===== src/rtl/display_scan_driver.sv =====
// Four-digit multiplexed seven-segment scanner for an ASCII clock core.
// Includes a frame snapshot, inter-slot blanking, colon blink and alarm blink.
module display_scan_driver #(
    parameter int SCAN_DIV  = 4,
    parameter int BLANK_CYC = 1,
    parameter int BLINK_DIV = 256,
    parameter bit LZ_BLANK  = 1'b1
) (
    input  logic       clock,
    input  logic       reset,
    input  logic [7:0] ms_hour,
    input  logic [7:0] ls_hour,
    input  logic [7:0] ms_minute,
    input  logic [7:0] ls_minute,
    input  logic       alarm_sound,
    output logic [3:0] anode,
    output logic [6:0] seg,
    output logic       dp,
    output logic       code_err
);

    localparam int SMAX = (SCAN_DIV > BLANK_CYC) ? SCAN_DIV : BLANK_CYC;
    localparam int SW   = $clog2(SMAX + 1);
    localparam int BW   = $clog2(BLINK_DIV + 1);
    localparam logic [SW-1:0] ON_LAST = SW'(SCAN_DIV - 1);
    localparam logic [SW-1:0] BL_LAST = SW'(BLANK_CYC - 1);
    localparam logic [BW-1:0] BK_LAST = BW'(BLINK_DIV - 1);

    typedef enum logic {ST_BLANK = 1'b0, ST_ON = 1'b1} state_e;

    state_e          state_q, state_d;
    logic [SW-1:0]   cnt_q, cnt_d;
    logic [1:0]      idx_q, idx_d;
    logic [3:0][7:0] snap_q, snap_d;
    logic [BW-1:0]   blink_q, blink_d;
    logic            colon_q, colon_d;
    logic [BW-1:0]   acnt_q, acnt_d;
    logic            alarm_q, alarm_d;
    logic [3:0]      anode_q, anode_d;
    logic [6:0]      seg_q, seg_d;
    logic            dp_q, dp_d;
    logic            err_q, err_d;
    logic [7:0]      code_d;
    logic            lit;

    function automatic logic [6:0] decode(input logic [7:0] c);
        case (c)
            8'h30:   decode = 7'h40;
            8'h31:   decode = 7'h79;
            8'h32:   decode = 7'h24;
            8'h33:   decode = 7'h30;
            8'h34:   decode = 7'h19;
            8'h35:   decode = 7'h12;
            8'h36:   decode = 7'h02;
            8'h37:   decode = 7'h78;
            8'h38:   decode = 7'h00;
            8'h39:   decode = 7'h10;
            8'h20:   decode = 7'h7F;
            default: decode = 7'h3F;
        endcase
    endfunction

    always_comb begin
        state_d = state_q;
        cnt_d   = cnt_q + SW'(1);
        idx_d   = idx_q;
        snap_d  = snap_q;
        if (state_q == ST_ON) begin
            if (cnt_q == ON_LAST) begin
                state_d = ST_BLANK;
                cnt_d   = '0;
            end
        end else if (cnt_q == BL_LAST) begin
            state_d = ST_ON;
            cnt_d   = '0;
            idx_d   = idx_q + 2'd1;
            // A new frame begins: freeze all four codes for its duration.
            if (idx_q == 2'd3)
                snap_d = {ls_minute, ms_minute, ls_hour, ms_hour};
        end

        blink_d = (blink_q == BK_LAST) ? '0 : blink_q + BW'(1);
        colon_d = (blink_q == BK_LAST) ? ~colon_q : colon_q;

        acnt_d  = '0;
        alarm_d = 1'b0;
        if (alarm_sound) begin
            acnt_d  = (acnt_q == BK_LAST) ? '0 : acnt_q + BW'(1);
            alarm_d = (acnt_q == BK_LAST) ? ~alarm_q : alarm_q;
        end

        // Outputs are registered from next-state so they line up with it.
        lit    = (state_d == ST_ON);
        code_d = snap_d[idx_d];
        anode_d = 4'hF;
        if (lit && !alarm_d)
            anode_d = ~(4'b1000 >> idx_d);
        seg_d = 7'h7F;
        if (lit && !(LZ_BLANK && idx_d == 2'd0 && code_d == 8'h30))
            seg_d = decode(code_d);
        dp_d  = !(lit && idx_d == 2'd1 && !colon_d);
        err_d = err_q | (seg_q == 7'h3F);
    end

    always_ff @(posedge clock) begin
        if (reset) begin
            state_q <= ST_BLANK;
            cnt_q   <= '0;
            idx_q   <= 2'd3;
            snap_q  <= {4{8'h20}};
            blink_q <= '0;
            colon_q <= 1'b0;
            acnt_q  <= '0;
            alarm_q <= 1'b0;
            anode_q <= 4'hF;
            seg_q   <= 7'h7F;
            dp_q    <= 1'b1;
            err_q   <= 1'b0;
        end else begin
            state_q <= state_d;
            cnt_q   <= cnt_d;
            idx_q   <= idx_d;
            snap_q  <= snap_d;
            blink_q <= blink_d;
            colon_q <= colon_d;
            acnt_q  <= acnt_d;
            alarm_q <= alarm_d;
            anode_q <= anode_d;
            seg_q   <= seg_d;
            dp_q    <= dp_d;
            err_q   <= err_d;
        end
    end

    assign anode    = anode_q;
    assign seg      = seg_q;
    assign dp       = dp_q;
    assign code_err = err_q;

endmodule


===== config.mk =====
export PLATFORM = sky130hd
export DESIGN_NAME = display_scan_driver
export DESIGN_NICKNAME = d
export VERILOG_FILES = /design/src/rtl/display_scan_driver.sv
export SDC_FILE = /design/constraint.sdc
export NUM_CORES = 1
export LEC_CHECK = 0
export BUFFER_PORTS_ARGS = -buffer_cell sky130_fd_sc_hd__buf_2
export CORE_ASPECT_RATIO = 0.7
export CORE_MARGIN = 5
export CORE_UTILIZATION = 40
export DETAILED_ROUTE_END_ITERATION = 8
export PLACE_DENSITY = 0.7
export SYNTH_ARGS = -nofsm -noshare
export SYNTH_HDL_FRONTEND = slang
export SYNTH_SLANG_ARGS = --single-unit

===== constraint.sdc =====
create_clock -name clock -period 7.2 [get_ports clock]
set_input_delay 0.36 -clock clock [delete_from_list [all_inputs] [get_ports clock]]
set_output_delay 0.36 -clock clock [all_outputs]
set_load 0.1 [all_outputs]

==> flow_summary.ini <==
[drt]
drc = 0
avgViaCountPerCell = 4.975
first_iter_violations = 168
postRouteAntennaNets = 0
vias = 2398
avgRoutedWirePerCell_um = 13.16
firstDrtPassIters = 4
wl_um = 6344

[timing]
hold_viol = 0
max_freq_mhz = 312.7
drv_slew = 0
fin_tns_setup_ns = 0
setup_viol = 0
fin_crit_ns = 3.198
finalWorstSetupSlack_ns = 4.002
timing.final.crit_share_pct = 44.41
max_slew_margin_pct = 35.67
finClkSkew_ns = 0.006064
worst_slew_pin_slew_ns = 0.9649
rsz0062_at_grt = false

[synth]
synth_warnings = 0
syn_inst = 331
synth-xor-area-share_pct = 3.895
synth-compound-area-share_pct = 9.936
synthSimpleGateAreaFrac_pct = 22.34
synthMuxAreaShare_pct = 10.37
ys_types = 56
syn_area_mm2 = 0.003148
synth-edff-count = 0
synth_fa_ha_area_share_pct = 3.975
synth_area_leader_cell = dfxtp_1
ys.flop_type = dfxtp_1
synth_fp_nets = 376
synthDominantCellAreaShare_pct = 45.15
ys_seq_area_share_pct = 45.15
ys_seq_elements = 71
avgSynthCellArea_um2 = 9.511
synth-async-reset-ratio_pct = 0
synth_area_leaders = dfxtp_1, mux2i_1, nor2_1, ha_1, nand2_1
synth_top_family_by_area = simple AND/OR/NAND/NOR gates

[global_routing]
grt_antenna_before_repair = 0
grt_pass1_vias = 2319
grt_start_max_net_pins = 44
grtUsageTotal_pct = 13.73
grt_overflow = 0
grt_pass1_wl_um = 10940

[pwr]
pwr-share-seq_pct = 26.2
intPower_mw = 1.178
combPwrFrac_pct = 51.8
max-vdd-ir-drop_mv = 0.2381
swShare_pct = 43.72
p_per_area_mw_per_mm2 = 556.2
p_switching_mw = 0.9151
leakage_nw = 1.528
pwr-share-clk_pct = 22.0

[die]
core_mm2 = 0.007770
ios = 48
die_y_um = 84.22
dieArea_mm2 = 0.009772
die_width_um = 116.0
initial_core_util_pct = 40.52
fp-row-count = 27

[clock_network]
clk_pin_slew_ns = 0.06
ctsHoldBuffers = 0
cts.sinks = 71
clk_path_buf_depth = 2
insertion_delay_ns = 0.32
numCtsBuffers = 9
cts_resized = 0
htreeDepth = 3
post_cts_buffers = 0
root_buffer = clkbuf_16
cts_tree = built

[setup_path]
crit_buf_inv = 0
slowest_delay_ns = 0.84
cp_data_required_time_ns = 7.39
crit_path_cell_trace = ha_1 -> and4bb_1 -> mux2i_1 -> o22ai_1 -> nor2_4 -> and2_1 -> o21ai_0 -> or4_1
critical-path-top-delay-family = simple AND/OR/NAND/NOR gates
critPathCaptureType = flip-flop
crit_type = reg2reg
startpoint_type = flip-flop
arrival_ns = 3.39
path_max_fanout = 20
critPathSlowestCell = and4bb_1

[layout]
area_delta_synth_final_pct = 19.55
nNetsFinal = 421
layout_commonest_cell = dfxtp_1
fillers = 728
diodes = 0
drive_gt1_share_pct = 19.95
layout_common_cells = dfxtp_1, nor2_1, buf_2, mux2i_1, nand2_1

[placed_design]
dp_hpwl_um = 4524
numPortBuffers = 47
pre_cts_ws_ns = 3.994
routabilityCongestion = 0.7896

[min_path]
holdCritPathClass = in2reg

[status]
outcome = finished clean

[job]
drv_cap = 0
## area by class of cell
class | instances | area, um2 | area share (%)
clock buffer | 11 | 232.7 | 6.184
multi-input combinational | 232 | 1605 | 42.65
sequential | 71 | 1421 | 37.77
inverter | 14 | 52.55 | 1.396
tap | 101 | 126.4 | 3.358
clock inverter | 5 | 82.58 | 2.194
timing repair buffer | 48 | 242.7 | 6.449
## state kept, by name (all words and copies together), names as in the netlist
register	count
cnt_q	3
code_err	1
state_q	1
colon_q	1
seg	7
snap_q	32
anode	4
acnt_q	9
blink_q	9
alarm_q	1
idx_q	2
dp	1
## cells by family after synthesis
family / Yosys count
and+or+nand+nor: 134
muxes: 30
AOI/OAI and AO/OA: 44
adders and majority gates: 10
DFF: 71
xor gates and xnor gates: 14
buffers and inverters: 28
## cell usage after synthesis, types with 4 or more instances
master	count
xnor2_1	8
a211o_1	4
nand2_1	24
a21oi_1	10
mux2i_1	27
nand3b_1	5
nand3_1	9
nand2b_1	6
o22ai_1	9
clkbuf_1	7
dfxtp_1	71
and3_1	4
inv_1	14
ha_1	10
o21ai_0	5
xor2_1	6
nor2b_1	6
nor2_1	52
## metal layers
layer | vias to the layer above | wire, um | GRT usage, %
met4 | 0 | 20 | 3.793
met1 | 1097 | 3096 | 18.82
li1 | 1240 | - | -
met5 | - | 0 | 0
met3 | 6 | 418 | 4.395
met2 | 55 | 2808 | 20.78
## stage by stage
stage	utilization, %	hold WS (ns)	cell area (um2)	power, mW	std cells
finish	48.44	0.2635	3764	2.093	482
global route	48.44	0.2781	3764	2.245	482
CTS	48.44	0.2492	3764	2.109	482
detailed placement	44.38	0.4454	3448	1.637	466
global placement	44.38	0.4265	3448	1.613	466
floorplan	-	0.4132	3148	1.461	331
## power by group through the flow
| stage | clock, mW | combinational, mW | sequential, mW |
|---|---|---|---|
| 3_5_place_dp | 0 | 1.08 | 0.556 |
| 5_1_grt | 0.493 | 1.19 | 0.562 |
| 4_1_cts | 0.472 | 1.09 | 0.549 |
| 6_report | 0.460 | 1.08 | 0.549 |
| 2_1_floorplan | 0 | 0.734 | 0.727 |
| 3_3_place_gp | 0 | 1.06 | 0.553 |
## worst paths after layout
check	startpoint	endpoint	slack (ns)	depth (start not counted)
max	idx_q[0]	seg[4]	4.00	8
min	ms_hour[5]	snap_q[5]	0.26	2
max reg2reg	idx_q[0]	seg[4]	4.00	8
min reg2reg	snap_q[30]	snap_q[30]	0.45	2
Power figures use the tool's default switching activity.
